File: config.mk
export PLATFORM = sky130hd
export DESIGN_NAME = micro_sequencer
export DESIGN_NICKNAME = d
export VERILOG_FILES = /design/src/rtl/micro_sequencer.sv
export SDC_FILE = /design/constraint.sdc
export NUM_CORES = 1
export LEC_CHECK = 0
export ABC_AREA = 1
export BUFFER_PORTS_ARGS = -buffer_cell sky130_fd_sc_hd__buf_2
export CAP_MARGIN = 10
export CORE_ASPECT_RATIO = 1.2
export CORE_UTILIZATION = 45
export CTS_CLUSTER_SIZE = 10
export DETAILED_ROUTE_END_ITERATION = 8
export HOLD_SLACK_MARGIN = 0.15
export MAX_ROUTING_LAYER = met4
export PLACE_DENSITY = 0.73
export REMOVE_ABC_BUFFERS = 1
export SYNTH_ARGS = -nofsm -noshare
export SYNTH_HDL_FRONTEND = slang
export SYNTH_SLANG_ARGS = --single-unit
File: constraint.sdc
create_clock -name clk -period 3.7 [get_ports clk]
set_clock_uncertainty 0.2 [all_clocks]
set_input_delay 0.185 -clock clk [delete_from_list [all_inputs] [get_ports clk]]
set_output_delay 0.185 -clock clk [all_outputs]
set_load 0.1 [all_outputs]
File: src/rtl/micro_sequencer.sv
// Microprogram sequencer: owns the micro-PC and the return stack, and registers the
// control field of each fetched microword for the datapath.
module micro_sequencer #(
    parameter int WIDTH_ADD   = 6,
    parameter int WIDTH_DATA  = 20,
    parameter int STACK_DEPTH = 4
) (
    input  logic                  clk,
    input  logic                  rst_n,
    input  logic                  start,
    input  logic [WIDTH_ADD-1:0]  dispatch_addr,
    input  logic [3:0]            cond,
    input  logic                  clear,
    output logic [WIDTH_ADD-1:0]  rom_addr,
    input  logic [WIDTH_DATA-1:0] rom_data,
    output logic [8:0]            ctrl,
    output logic                  ctrl_valid,
    output logic                  busy,
    output logic                  done,
    output logic                  err
);

    localparam int SP_W = $clog2(STACK_DEPTH + 1);

    typedef enum logic [1:0] {IDLE, RUN, ERR} state_t;
    typedef enum logic [2:0] {
        OP_NEXT, OP_JUMP, OP_BRANCH, OP_CALL, OP_RET, OP_END, OP_WAIT, OP_SPARE
    } op_t;

    state_t               state, state_next;
    logic [WIDTH_ADD-1:0] upc, upc_next, upc_inc, target, stack_top;
    logic [SP_W-1:0]      sp, sp_next;
    logic [8:0]           ctrl_next;
    logic                 valid_next, done_next, push, c;
    logic [1:0]           csel;
    op_t                  op;

    // Entries beyond STACK_DEPTH exist only so every sp value is a legal index.
    logic [WIDTH_ADD-1:0] stack [2**SP_W];

    assign op        = op_t'(rom_data[WIDTH_DATA-1 -: 3]);
    assign csel      = rom_data[WIDTH_DATA-4 -: 2];
    assign target    = rom_data[9 +: WIDTH_ADD];
    assign c         = cond[csel];
    assign upc_inc   = upc + WIDTH_ADD'(1);
    assign stack_top = stack[sp - SP_W'(1)];

    assign rom_addr = upc;
    assign busy     = (state == RUN);
    assign err      = (state == ERR);

    always_ff @(posedge clk or negedge rst_n) begin
        if (!rst_n) begin
            state      <= IDLE;
            upc        <= '0;
            sp         <= '0;
            ctrl       <= '0;
            ctrl_valid <= 1'b0;
            done       <= 1'b0;
        end else begin
            state      <= state_next;
            upc        <= upc_next;
            sp         <= sp_next;
            ctrl       <= ctrl_next;
            ctrl_valid <= valid_next;
            done       <= done_next;
        end
    end

    always_ff @(posedge clk) begin
        if (push) stack[sp] <= upc_inc;
    end

    always_comb begin
        state_next = state;
        upc_next   = upc;
        sp_next    = sp;
        ctrl_next  = '0;
        valid_next = 1'b0;
        done_next  = 1'b0;
        push       = 1'b0;
        unique case (state)
            IDLE: begin
                upc_next = '0;
                if (start) begin
                    upc_next   = dispatch_addr;
                    sp_next    = '0;
                    state_next = RUN;
                end
            end
            RUN: begin
                ctrl_next  = rom_data[8:0];
                valid_next = 1'b1;
                unique case (op)
                    OP_JUMP:   upc_next = target;
                    OP_BRANCH: upc_next = c ? target : upc_inc;
                    OP_CALL: begin
                        if (sp == SP_W'(STACK_DEPTH)) begin
                            state_next = ERR;
                        end else begin
                            push     = 1'b1;
                            sp_next  = sp + SP_W'(1);
                            upc_next = target;
                        end
                    end
                    OP_RET: begin
                        if (sp == '0) begin
                            state_next = ERR;
                        end else begin
                            upc_next = stack_top;
                            sp_next  = sp - SP_W'(1);
                        end
                    end
                    OP_WAIT: upc_next = c ? upc_inc : upc;
                    OP_END: begin
                        done_next  = 1'b1;
                        upc_next   = '0;
                        state_next = IDLE;
                    end
                    default: upc_next = upc_inc;
                endcase
                // A faulting CALL/RET never reaches the datapath.
                if (state_next == ERR) begin
                    upc_next   = '0;
                    sp_next    = '0;
                    ctrl_next  = '0;
                    valid_next = 1'b0;
                end
            end
            ERR: begin
                upc_next = '0;
                sp_next  = '0;
                if (clear) state_next = IDLE;
            end
            default: state_next = IDLE;
        endcase
    end

endmodule

==> impl_metrics.toml <==
[timing]
grt_setup_unrepaired = "false"
final-hold-violation-count = 0
fin_crit_ps = 2730
finalSetupViolations = 0
tightestPinTransition_ps = 1030
fin_hold_ws_ps = 188
post-route-worst-setup-slack_ps = 974
final-max-slew-violation-count = 0
setup_tns_ps = 0
post-route-period-util = 0.737
worst_case_headroom_to_the_max_slew_limit = 0.308
fmax_mhz = 367

[logic_synthesis]
postSynthCellCount = 443
ys_async_sr_fraction = 0.314
yosys_warnings = 0
synthDominantCellAreaShare = 0.391
ys_types = 28
syn_avg_cell_area_sq_um = 8.33
top_post_synthesis_cells_by_area = "sky130_fd_sc_hd__edfxtp_1 (39%), sky130_fd_sc_hd__nand2_1 (17%), sky130_fd_sc_hd__dfrtp_1 (15%), sky130_fd_sc_hd__nor2_1 (5.5%), sky130_fd_sc_hd__inv_1 (4.7%)"
ys_ff_latch = 70
syn-cell-area_sq_mm = 0.00369
synth_ff_type = "sky130_fd_sc_hd__edfxtp_1"
synth_largest_area_cell = "sky130_fd_sc_hd__edfxtp_1"
synth_sequential_area_ratio = 0.540
number_of_flops_mapped_to_enable_cells_by_yosys = 48

[detailed_routing]
detail_route.iter0.violations = 246
detail_route.vias_per_cell = 5.12
remaining_drc_errors = 0
routed_wire_length_per_instance_microns = 15.9
postRouteAntennaNets = 0
dr_total_vias = 3177
drt-pass1-iter-count = 6
post_detailed_routing_wire_length_microns = 9850

[setup_path]
critical_path_arrival_ps = 2820
cpMaxStageDelayCell = "sky130_fd_sc_hd__ha_1"
r2r.worst_path.cells = 12
critPathMaxStageDelay_ps = 550
critical_path.max_fanout = 24
critPathKind = "flip-flop to flip-flop"
critical_path.endpoint_type = "flip-flop"
timing.critical_path.from_type = "flip-flop"
most_frequent_cell_on_critical_path = "sky130_fd_sc_hd__nand2_1"
required_ps = 3790
timing.critical_path.cells = "inv_2, ha_1, clkinv_1, nand3_1, nand3_1, nand2_1, nor2_1, nand2_1, nand2_1, nand2_1, nand2_1, nand2_1"

[layout]
layout.nets = 565
stdcell_area_sq_mm = 0.00447
mostFrequentLayoutCell = "sky130_fd_sc_hd__nand2_1"
multi_input_comb_area_sq_mm = 0.00143
areaGrowthSynthToFinish_pct = 21.1
layout_common_cells = "sky130_fd_sc_hd__nand2_1 (171), sky130_fd_sc_hd__nor2_1 (54), sky130_fd_sc_hd__buf_2 (52)"
antennaDiodeCount = 0
seq_area_sq_mm = 0.00199
final_cell_count_no_fill = 620
fillerInstances = 675
final_layout_size_suffix_gt1_frac = 0.174

[clocking]
num_clock_sinks = 70
clk_root_buffer_cell = "sky130_fd_sc_hd__clkbuf_8"
cts.clk_slew.worst_paths_ps = 80
cts_made_buffers = 9
clock_tree_from_tritoncts = "done"
post_cts.resized_instances = 0
cts_max_level = 3
cts_buffer_depth = 2
clk-insertion-delay-late_ps = 360

[floorplan]
placement_rows = 35
fp.coreArea_sq_mm = 0.00779
die_wd_microns = 84.7
chipHeight_microns = 101
die_area_sq_mm = 0.00857
ios = 53
initial_utilization = 0.473

[global_route]
globalRouteOverflowTotal = 0
grt_max_degree = 32
number_of_global_route_vias_before_repair = 3188
grt_first_pass_wirelength_microns = 15600
grt_antenna_before_repair = 0
globalRouteTotalUtil = 0.250

[job]
cap_viol_max_count = 0

[min_path]
whs_path_depth = 5
worstHoldPathType = "primary input to flip-flop"

[placement]
detailed_place.area_sq_mm = 0.00402
place.port_buffers = 52
place_hpwl_microns = 6580
gp_congestion = 0.877
pre_cts_slack_ps = 1050
number_of_placed_cells_counting_well_taps = 579

[power_and_ir_drop]
worst_ir_drop_vdd_uv = 770
powerDensity_mw_per_mm2 = 834
leakage_nw = 2.17

[outcome]
outcome = "complete, no violations"
what timing repair did:
action	CTS	global route
buffers inserted	0	0
hold buffers	25	0
hold endpoints to repair	43	0
cell families (layout without fill, tap and decap cells):
logic type,after synthesis,in the layout,share of synthesized area
adders and majority gates,8,8,0.0271
buffers and inverters,63,148,0.0729
and+or+nand+nor,281,281,0.326
DFF,70,70,0.540
xor gates and xnor gates,5,5,0.0119
AOI/OAI and AO/OA,16,16,0.0224
final timing paths:
check | start | endpoint | slack [ps]
setup / recovery | sp[0] | rom_addr[0] | 970
hold / removal | rom_data[18] | sp[1] | 190
setup reg to reg | sp[0] | rom_addr[0] | 970
hold reg to reg | sp[1] | sp[1] | 340
max in group asynchronous | rst_n | done | 1750
min in group asynchronous | rst_n | ctrl[8] | 920
metrics by stage:
step	utilization	total power, W
floorplan	-	0.00258
global placement	0.515	0.00299
detailed placement	0.515	0.00303
CTS	0.573	0.00370
global route	0.573	0.00393
finish	0.573	0.00373
cells in the mapped netlist (2+ instances only):
cell type and count:
sky130_fd_sc_hd__dfrtp_1 22, sky130_fd_sc_hd__nand2_1 171, sky130_fd_sc_hd__nand3_1 33, sky130_fd_sc_hd__nor2_1 54, sky130_fd_sc_hd__edfxtp_1 48, sky130_fd_sc_hd__inv_2 5
sky130_fd_sc_hd__nand3_2 3, sky130_fd_sc_hd__nor3_1 2, sky130_fd_sc_hd__xor2_1 4, sky130_fd_sc_hd__buf_2 7, sky130_fd_sc_hd__nor2_4 2, sky130_fd_sc_hd__a21oi_1 6
sky130_fd_sc_hd__nand4_1 5, sky130_fd_sc_hd__nand2_2 3, sky130_fd_sc_hd__o21ai_0 6, sky130_fd_sc_hd__buf_6 2, sky130_fd_sc_hd__o21ai_1 3, sky130_fd_sc_hd__nor2_2 4
sky130_fd_sc_hd__inv_1 46, sky130_fd_sc_hd__ha_1 8, sky130_fd_sc_hd__nand2_4 2
report_power, final:
| part | total (W) | internal, W | switching [W] | leakage (nW) |
|---|---|---|---|---|
| registers | 0.00111 | 0.00103 | 0.0000830 | 0.717 |
| logic | 0.00198 | 0.000424 | 0.00155 | 1.35 |
| clock network | 0.000643 | 0.000319 | 0.000324 | 0.0968 |
| total | 0.00373 | 0.00177 | 0.00196 | 2.17 |
flip-flops by register name, summed over array words and instances (netlist names):
register and cells:
stack 48, ctrl 9, rom_addr 6, sp 3
state 2, ctrl_valid 1, done 1
final cells by class:
class | instances | share of cell area
flip-flops and latches | 70 | 0.446
repair buffers | 79 | 0.118
clock inverters | 7 | 0.0179
well taps | 92 | 0.0258
inverters | 53 | 0.0456
clock buffers | 9 | 0.0277
multi-input cells | 310 | 0.320
layer usage:
layer  vias to the layer above  global-route usage  routed length (microns)  part of all wire
li1                       1559                   -                        -                 -
met1                      1476               0.271                     3720              0.38
met2                       119               0.452                     5330              0.54
met3                        23              0.0505                      578             0.059
met4                         0              0.0965                      227             0.023
met5                         -                   -                        0                 0
worst max-delay path, delay by kind of cell, from the launching register on:
family | cells | cell delay [ps]
and+or+nand+nor | 9 | 790
buffers and inverters | 2 | 720
adders and majority gates | 1 | 550
DFF | 1 | 400
Note: power is estimated with default switching activity, not from simulation.
